[src/rtl/pong_game_ctrl_pkg.sv]
// Shared definitions for the pong game controller: state encodings,
// text-enable bit positions and the state-to-mask decode.
package pong_game_ctrl_pkg;

  typedef enum logic [1:0] {
    NEWGAME = 2'b00,
    PLAY    = 2'b01,
    NEWBALL = 2'b10,
    OVER    = 2'b11
  } game_state_t;

  // Bit positions inside text_mask, shared with the text renderer
  localparam int TXT_SCORE = 3;
  localparam int TXT_LOGO  = 2;
  localparam int TXT_RULE  = 1;
  localparam int TXT_OVER  = 0;

  // Which text overlays are visible in each game state
  function automatic logic [3:0] mask_for(game_state_t s);
    logic [3:0] m;
    m = '0;
    m[TXT_SCORE] = 1'b1;
    case (s)
      NEWGAME: begin
        m[TXT_LOGO] = 1'b1;
        m[TXT_RULE] = 1'b1;
      end
      OVER:    m[TXT_OVER] = 1'b1;
      default: ;
    endcase
    return m;
  endfunction

endpackage

[src/rtl/pong_game_ctrl_bcd2_counter.sv]
// Two-digit BCD score counter. Clear beats increment; 99 wraps to 00.
module bcd2_counter (
  input  logic       clk,
  input  logic       reset,
  input  logic       clr,
  input  logic       inc,
  output logic [3:0] dig0,
  output logic [3:0] dig1
);

  // Ones digit rolls 9->0 and carries into tens, tens rolls 9->0
  always_ff @(posedge clk) begin
    if (reset || clr) begin
      dig0 <= 4'd0;
      dig1 <= 4'd0;
    end else if (inc) begin
      if (dig0 == 4'd9) begin
        dig0 <= 4'd0;
        dig1 <= (dig1 == 4'd9) ? 4'd0 : dig1 + 4'd1;
      end else begin
        dig0 <= dig0 + 4'd1;
      end
    end
  end

endmodule

[src/rtl/pong_game_ctrl.sv]
// Game-flow sequencer for pong: new game / play / new ball / game over,
// with score, remaining balls and a frame-counted pause timer.
module pong_game_ctrl
  import pong_game_ctrl_pkg::*;
#(
  parameter logic [1:0] BALLS_INIT = 2'd3,
  parameter logic [6:0] TIMER_INIT = 7'd120
) (
  input  logic       clk,
  input  logic       reset,
  input  logic       refr_tick,
  input  logic [1:0] btn,
  input  logic       hit,
  input  logic       miss,
  output logic [3:0] dig0,
  output logic [3:0] dig1,
  output logic [1:0] ball,
  output logic [6:0] timer,
  output logic [3:0] text_mask,
  output logic       gra_still,
  output logic [1:0] state
);

  game_state_t state_q, state_d;
  logic [1:0]  ball_q, ball_d;
  logic [6:0]  timer_q, timer_d;
  logic        score_clr, score_inc, timer_load;

  bcd2_counter u_score (
    .clk   (clk),
    .reset (reset),
    .clr   (score_clr),
    .inc   (score_inc),
    .dig0  (dig0),
    .dig1  (dig1)
  );

  // State, ball count and timer registers
  always_ff @(posedge clk) begin
    if (reset) begin
      state_q <= NEWGAME;
      ball_q  <= BALLS_INIT;
      timer_q <= 7'd0;
    end else begin
      state_q <= state_d;
      ball_q  <= ball_d;
      timer_q <= timer_d;
    end
  end

  // Game-flow transitions and the score/ball side effects that go with them
  always_comb begin
    state_d    = state_q;
    ball_d     = ball_q;
    score_clr  = 1'b0;
    score_inc  = 1'b0;
    timer_load = 1'b0;
    case (state_q)
      NEWGAME: begin
        score_clr = 1'b1;
        ball_d    = BALLS_INIT;
        if (btn != 2'b00) begin
          state_d = PLAY;
          ball_d  = BALLS_INIT - 2'd1;
        end
      end
      PLAY: begin
        score_inc = hit;
        if (miss) begin
          timer_load = 1'b1;
          state_d    = (ball_q == 2'd0) ? OVER : NEWBALL;
        end
      end
      NEWBALL: begin
        if (timer_q == 7'd0 && btn != 2'b00) begin
          state_d = PLAY;
          ball_d  = ball_q - 2'd1;
        end
      end
      OVER: begin
        if (timer_q == 7'd0) begin
          state_d   = NEWGAME;
          score_clr = 1'b1;
          ball_d    = BALLS_INIT;
        end
      end
      default: state_d = NEWGAME;
    endcase
  end

  // Pause timer: a miss reloads it, otherwise it counts frames down to zero
  always_comb begin
    timer_d = timer_q;
    if (timer_load) begin
      timer_d = TIMER_INIT;
    end else if (refr_tick && timer_q != 7'd0) begin
      timer_d = timer_q - 7'd1;
    end
  end

  // Moore outputs decoded straight from the state register
  always_comb begin
    text_mask = mask_for(state_q);
    gra_still = (state_q != PLAY);
    state     = state_q;
    ball      = ball_q;
    timer     = timer_q;
  end

endmodule

[config.mk]
export PLATFORM = sky130hd
export DESIGN_NAME = pong_game_ctrl
export DESIGN_NICKNAME = d
export VERILOG_FILES = /design/src/rtl/pong_game_ctrl_pkg.sv /design/src/rtl/pong_game_ctrl_bcd2_counter.sv /design/src/rtl/pong_game_ctrl.sv
export SDC_FILE = /design/constraint.sdc
export NUM_CORES = 1
export LEC_CHECK = 0
export BUFFER_PORTS_ARGS = -buffer_cell sky130_fd_sc_hd__buf_2
export CORE_UTILIZATION = 55
export CTS_CLUSTER_SIZE = 20
export DETAILED_ROUTE_END_ITERATION = 10
export PLACE_DENSITY = 0.9
export SYNTH_ARGS = -nofsm -noshare
export SYNTH_HDL_FRONTEND = slang
export SYNTH_SLANG_ARGS = --single-unit
[constraint.sdc]
create_clock -name clk -period 2.9 [get_ports clk]
set_input_delay 0.145 -clock clk [delete_from_list [all_inputs] [get_ports clk]]
set_output_delay 0.145 -clock clk [all_outputs]
set_load 0.05 [all_outputs]
=== Yosys cells after proc, flatten, opt, wreduce, memory -nomap -nowiden ===
Index checks and enable logic that the tools add are counted.

* Add/subtract/negate cells: 4
* Multiply operators: 0
* Divide/modulo/power cells: 0
* Order comparisons: 0
* Equality and inequality tests: 10
* Shift-type cells: 0
* Multiplexer cells: 21
* Bitwise logic cells: 0
* Reductions and logical operators: 14

{| class="wikitable"
|+ Operators by type and width
! cell !! number
|-
| $mux 2 || 7
|-
| $mux 7 || 2
|-
| $add 4x1->4 const B || 2
|-
| $eq 4x4->1 const B || 2
|-
| $mux 4 || 2
|-
| $ne 2x2->1 const B || 4
|-
| $pmux 2 s4 || 1
|-
| $logic_not 7->1 || 1
|-
| $mux 1 || 7
|-
| $reduce_bool 7->1 || 1
|-
| $sub 7x1->7 const B || 1
|-
| $pmux 2 s3 || 1
|-
| $eq 2x2->1 const B || 2
|-
| $logic_not 2->1 || 2
|-
| $reduce_and 4->1 || 1
|-
| $reduce_bool 2->1 || 2
|-
| $reduce_and 3->1 || 1
|-
| $reduce_bool 3->1 || 1
|-
| $eq 2x1->1 const B || 1
|-
| $logic_and 1x1->1 || 2
|-
| $ne 2x1->1 const B || 1
|-
| $pmux 1 s2 || 1
|-
| $reduce_and 2->1 || 1
|-
| $reduce_or 2->1 || 1
|-
| other kinds (2) || 2
|}

* Register bits after elaboration: 19
* Bits in latches: 0
* RAM bits: 0
* Memory bits (read-only): 0
* Output and inout bits: 24
* Memories kept: 0

=== Depth between registers and ports, before layout ===
Gate-level depths: netlist of run 1.

* Depth after elaboration: 4
* Gate-level depth with buffers: 7
* Gate-level depth less buffers: 6

=== Cells and area by module ===
From an unflattened synthesis of run 1, not the netlist that was laid out.

* Cell total of the unflattened synthesis: 132
* Area, all modules: 1158.6 um2

{| class="wikitable"
|+ Modules (own cells, without submodules)
! module !! instances !! cells each !! area each (um2) !! seq. area each (um2)
|-
| pong_game_ctrl || 1 || 87 || 739.5 || 220.2
|-
| bcd2_counter || 1 || 45 || 419.2 || 160.2
|}

=== Least setup slack after synthesis of run 1 ===
No wires, ideal clock.

* Path kind: register to register
* Start: register timer_q[0] (netlist: timer[0])
* End: register ball_q[0] (netlist: ball[0])
* Library setup time: 74 ps
* Arrival: 2082 ps
* Slack: 744 ps
* Stages on the path, launching flop included: 8
* Buffers on the path: 1
* Cells stage by stage: dfxtp_1 -> inv_1 -> ha_1 -> or4b_1 -> buf_2 -> o31a_1 -> o311a_1 -> a31oi_1

* Word-level cells in the longest chain between the ends: 4
* Elaborated cells on any way between the ends: 5
* Classes of those cells: 2 x eq/ne; 3 x reduce/logical

{| class="wikitable"
|+ RTL lines
! item !! line !! source
|-
| from (decl) || pong_game_ctrl.sv:26 || <nowiki>logic [6:0] timer_q, timer_d;</nowiki>
|-
| from (signal assigned) || pong_game_ctrl.sv:47 || <nowiki>timer_q <= timer_d;</nowiki>
|-
| $logic_not 7->1 * || pong_game_ctrl.sv:75, pong_game_ctrl.sv:81 ||
|-
| $logic_and 1x1->1 || pong_game_ctrl.sv:75 || <nowiki>if (timer_q == 7'd0 && btn != 2'b00) begin</nowiki>
|-
| $ne 2x2->1 (no line) || n/a ||
|-
| $reduce_and 3->1 (no line) * || n/a ||
|-
| to (signal assigned) || pong_game_ctrl.sv:46 || <nowiki>ball_q <= ball_d;</nowiki>
|-
| to (decl) || pong_game_ctrl.sv:25 || <nowiki>logic [1:0] ball_q, ball_d;</nowiki>
|}

Every way passes the cells marked *; elsewhere a longest branch is shown, timed or not.
A chain may end at the register's enable or synchronous reset.

=== Final worst setup path of run 1 ===
Ends and elaborated chain as after synthesis.

==> results of run 1 <==
==> placed cells by master, fill, tap and decap left out, types with 6 or more instances in the layout <==
master,Yosys,final
inv_1,9,9
a21oi_1,8,8
xor2_1,9,9
nor3_1,6,6
dfxtp_1,19,19
buf_2,1,29
ha_1,8,8
nor2_1,13,13
==> final cells by class <==
class | count | area share (%)
Clock buffer | 3 | 1.75
Clock inverter | 1 | 0.389
Inverter | 9 | 2.63
Multi-Input combinational cell | 99 | 51.9
Sequential cell | 19 | 29.6
Tap cell | 25 | 2.43
Timing Repair Buffer | 29 | 11.3
==> critical path, stage by stage (launching register included) <==
cell	delay [ns]
dfxtp_1	0.37
inv_1	0.09
ha_1	0.18
or4b_1	0.61
o31a_1	0.39
o311a_1	0.31
a31oi_1	0.14
==> registers in the layout, indices dropped and copies added (netlist names) <==
signal	count
u_score.dig0	4
state	2
ball	2
u_score.dig1	4
timer	7
==> logic make-up (layout without fill, tap and decap cells) <==
group / count (synthesis) / in the layout
xor gates and xnor gates: 10 / 10
other: 1 / 1
and+or+nand+nor: 47 / 47
AOI/OAI and AO/OA: 32 / 32
muxes: 1 / 1
DFF: 19 / 19
adders and majority gates: 8 / 8
buffers and inverters: 15 / 42
==> cell usage after synthesis, types with 3 or more instances <==
cell type,count
dfxtp_1,19
nand4_1,5
xor2_1,9
o21ai_0,5
nand3_1,3
o31ai_1,4
nor3b_1,3
a31oi_1,3
nor2b_1,4
clkbuf_1,3
nand2_1,5
ha_1,8
nor3_1,6
a21oi_1,8
nor2_1,13
inv_1,9
==> per-stage QoR <==
| stage | total power (W) | instances |
|---|---|---|
| floorplan | 0.00118 | 133 |
| global placement | 0.00133 | 181 |
| detailed placement | 0.00135 | 181 |
| CTS | 0.00150 | 185 |
| global route | 0.00160 | 185 |
| finish | 0.00150 | 185 |
==> how the worst min path moves through the flow <==
stage / cells after the start / endpoint / start / slack (ns)
2_1_floorplan: 2 / ball[0] / reset / 0.32
3_3_place_gp: 2 / state[1] / reset / 0.46
3_5_place_dp: 2 / timer[5] / reset / 0.48
4_1_cts: 2 / timer[6] / reset / 0.13
5_1_grt: 2 / timer[6] / reset / 0.14
6_report: 2 / timer[6] / reset / 0.15
==> power groups by stage <==
| stage | clock network (W) | logic (W) | registers, W |
|---|---|---|---|
| 4_1_cts | 0.000145 | 0.000945 | 0.000407 |
| 3_5_place_dp | 0 | 0.000932 | 0.000414 |
| 5_1_grt | 0.000156 | 0.00102 | 0.000420 |
| 2_1_floorplan | 0 | 0.000561 | 0.000618 |
| 3_3_place_gp | 0 | 0.000919 | 0.000406 |
| 6_report | 0.000137 | 0.000952 | 0.000408 |
==> routing by layer <==
layer	vias up	share of wire [%]	GRT usage [%]	wire length (um)
li1	528	-	-	-
met1	500	44	29.6	1070
met2	49	49	42.8	1190
met3	4	6.6	6.15	162
met4	0	1.1	8.00	26
met5	-	0	0	0
==> flow_summary.yaml, run 1 <==
logic_synthesis:
  synth_fp_nets: 148
  yosys.cell_types.count: 38
  yosysTopAreaCellShare_pct: 34.2
  synthMuxAreaShare_pct: 0.900
  synth-seq-cells: 19
  yosys.area.top_type: "dfxtp_1"
  synth_top_family_by_area: "simple AND/OR/NAND/NOR gates"
  seq_area_frac_synth_pct: 34.2
  synth_xor_area_share_pct: 7.87
  async_flop_share_pct: 0
  synth_compound_area_share_pct: 18.9
  syn_area_mm2: 0.00111
  synthAdderAreaFrac_pct: 9.00
  syn_inst: 133
  synth_area_leaders: "dfxtp_1 34%, ha_1 9.0%, xor2_1 7.1%"
  synth-simple-area-share_pct: 22.9
  yosysWarnings: 0
  avgSynthCellArea_um2: 8.36
  ys.flop_type: "dfxtp_1"
  synth_edf_count: 0
global_route:
  grt_pass1_wl_um: 3820
  grt-ovfl-total: 0
  grt_max_degree: 12
  grt_pass1_vias: 901
  antenna_found_initial: 0
  track_usage_pct: 24.6
sta:
  tns_ns: 0
  tightest_slew_ns: 0.538
  fin_skew_ns: 0.00370
  slew_headroom_pct: 63.9
  layout_setup_ws_ns: 0.735
  drv_slew: 0
  fmax_ghz: 0.462
  min_period_ns: 2.16
  setup_viol: 0
  rsz0062_at_grt: "no"
  whs_ns: 0.151
  hold_violations: 0
  min_period_over_period_pct: 74.6
floorplanning:
  core_area_mm2: 0.00180
  die_w_um: 47.0
  rows: 15
  start_util_pct: 61.7
  die_area_mm2: 0.00221
  die_h_um: 47.0
  io_pins: 31
final_layout:
  ff_latch_area_um2: 380
  stdcell_area_mm2: 0.00128
  num-fill-cells: 157
  area_growth_pct: 15.5
  nets: 176
  utilization_pct: 71.3
  multi_input_area_um2: 667
  num_antenna_cells: 0
  drive_gt1_share_pct: 21.9
route:
  ant_nets: 0
  drt-total-wl_um: 2450
  avgRoutedWirePerCell_um: 13.2
  avgViaCountPerCell: 5.84
  drc_errors: 0
  drt_iter0_drc: 29
  vias: 1081
  firstDrtPassIters: 5
run_status:
  status: "complete, no violations"
worst_setup_path:
  worstPathMaxFanout: 8
  worstSetupPathType: "reg -> reg"
  start_kind: "flip-flop"
  cp-startpoint: "timer[0]"
  r2r-end: "ball[0]"
  end_kind: "flip-flop"
  ff2ff_setup_slack_ns: 0.74
  cp.arrival_ns: 2.40
  reg2regPathDepth: 6
  required_ns: 3.14
  rr_startpoint: "timer[0]"
  endpoint: "ball[0]"
clock_network:
  cts.clk_slew.worst_paths_ns: 0.11
  post_cts_resized: 0
  clockRootBuffer: "clkbuf_4"
  tritoncts: "yes"
  h-tree-depth: 1
  clkLatencyLatePin_ns: 0.30
  holdBufCountCts: 0
  cts_buffers: 3
  clock-sinks: 19
  post_cts_buffers: 0
  clockBufferDepth: 2
place:
  io_buffers: 29
  place.gp.congestion: 0.882
  dp_hpwl_um: 1790
  dp_slack_ns: 0.817
  placed_cell_area_mm2: 0.00126
power:
  p_int_w: 0.000650
  seq_power_share_pct: 27.3
  power_density_mw_per_mm2: 1170
  clkPwrFrac_pct: 9.2
  switching_power_w: 0.000847
  power.leakage_nw: 0.595
  ir_worst_vdd_uv: 740
  swShare_pct: 56.6
  pwr-share-comb_pct: 63.6
job:
  cap_violations: 0
hold_path:
  hold_path_class: "in -> reg"
(Power assumes the default switching activity.)
==> inputs of run 2 (changes only) <==
Settings changed: CORE_ASPECT_RATIO set to 1.75, CORE_UTILIZATION 55 to 46, PLACE_DENSITY 0.9 to 0.82.
Clock period 2.9 ns to 1.95 ns, I/O delays scaled along.
==> flow_summary.yaml, run 2 (same netlist as run 1, synthesis figures left out) <==
sta:
  fmax_ghz: 0.514
  slew_headroom_pct: 58.6
  min_period_ns: 1.95
  drv_slew: 0
  rsz0062_at_grt: "yes"
  setup_viol: 0
  layout_setup_ws_ns: 0.00314
  min_period_over_period_pct: 99.8
  fin_skew_ns: 0.00192
  hold_violations: 0
  tightest_slew_ns: 0.615
  tns_ns: 0
  whs_ns: 0.162
final_layout:
  final_cell_mix: "29 x buf_2, 14 x dfxtp_1, 13 x nor2_1"
  ff_latch_area_um2: 392
  largest_reg_flops: 7
  stdcell_area_mm2: 0.00140
  final_common_cell: "buf_2"
  nets: 182
  num-fill-cells: 209
  drive_gt1_share_pct: 31.9
  area_growth_pct: 25.9
  num_antenna_cells: 0
  multi_input_area_um2: 703
floorplanning:
  die_h_um: 67.1
  rows: 23
  start_util_pct: 48.9
  die_area_mm2: 0.00263
  io_pins: 31
  die_w_um: 39.2
  core_area_mm2: 0.00227
power:
  power_density_mw_per_mm2: 1810
  power.leakage_nw: 0.632
  ir_worst_vdd_uv: 1200
global_route:
  grt_pass1_wl_um: 4630
  grt_util_met3_pct: 2.00
  grt_max_degree: 12
  grt-busiest-layer: "met2"
  grt_use_met1_pct: 25.4
  grt-ovfl-total: 0
  grt_pass1_vias: 1073
  use_met2_pct: 47.5
  track_usage_pct: 25.1
  antenna_found_initial: 0
worst_setup_path:
  ff2ff_setup_slack_ns: 0.003
  start_kind: "flip-flop"
  end_kind: "flip-flop"
  rr_startpoint: "timer[1]"
  cp.arrival_ns: 2.16
  reg2regPathDepth: 7
  required_ns: 2.16
  worstPathMaxFanout: 5
  worstSetupPathType: "reg -> reg"
  r2r-end: "ball[1]"
place:
  place.gp.congestion: 0.879
  placed_cell_area_mm2: 0.00129
  dp_hpwl_um: 1950
  dp_slack_ns: 0.0418
  io_buffers: 29
route:
  avgRoutedWirePerCell_um: 15.0
  drt-total-wl_um: 2860
  avgViaCountPerCell: 5.79
  vias: 1105
  firstDrtPassIters: 4
  drt_iter0_drc: 35
  drc_errors: 0
  ant_nets: 0
clock_network:
  tritoncts: "yes"
  holdBufCountCts: 0
  clock-sinks: 19
  clkLatencyLatePin_ns: 0.26
  clockBufferDepth: 2
  cts_buffers: 3
  h-tree-depth: 1
  clockRootBuffer: "clkbuf_8"
  cts.clk_slew.worst_paths_ns: 0.07
hold_path:
  hold_path_class: "in -> reg"
  hold_path_depth: 2
  min_to: "state[1]"
  worstHoldStart: "reset"
run_status:
  status: "complete, no violations"
job:
  cap_violations: 0
-- run 2: final cells by class --
cell class	instances	share of cell area, %
well taps	25	2.23
repair buffers	35	13.6
inverters	9	2.77
multi-input cells	99	50.2
clock buffers	4	3.22
flip-flops and latches	19	28.0
-- run 2: worst max-delay path by stage --
| stage | startpoint | to | slack, ns |
|---|---|---|---|
| floorplan | timer[0] | ball[0] | -0.04 |
| global placement | timer[0] | state[0] | 0.10 |
| detailed placement | timer[0] | state[0] | 0.04 |
| CTS | timer[0] | ball[0] | 0.007 |
| global route | timer[1] | ball[0] | -0.09 |
| finish | timer[1] | ball[1] | 0.003 |
-- run 2: per-layer routing --
metal | part of all wire [%] | vias to the layer above
met2 | 55 | 42
met1 | 38 | 514
met5 | 0 | -
li1 | - | 540
met4 | 2.9 | 0
met3 | 3.7 | 9
-- run 2: worst max-delay path, stage by stage (launching register included) --
cell     delay [ns]
dfxtp_4        0.37
inv_4          0.06
ha_4           0.13
or4b_4         0.46
o31a_1         0.35
buf_4          0.16
o31ai_1        0.23
a21o_1         0.15
-- run 2: power breakdown --
part	switching [W]	internal, W
Combinational	0.00108	0.000530
Sequential	0.000146	0.000503
Clock	0.000134	0.000146
-- run 2: timing repair --
item | CTS | global route
pin swaps | 0 | 3
setup endpoints to repair | 1 | 5
setup buffers | 0 | 3
gates cloned | 0 | 0
resized for setup | 2 | 8
-- run 2: per-stage QoR --
| step | util (%) | power [W] | cells |
|---|---|---|---|
| 3_3_place_gp | 56.9 | 0.00206 | 184 |
| 2_1_floorplan | - | 0.00177 | 133 |
| 4_1_cts | 59.4 | 0.00240 | 188 |
| 6_report | 61.6 | 0.00254 | 191 |
| 5_1_grt | 61.6 | 0.00270 | 191 |
| 3_5_place_dp | 56.9 | 0.00208 | 184 |
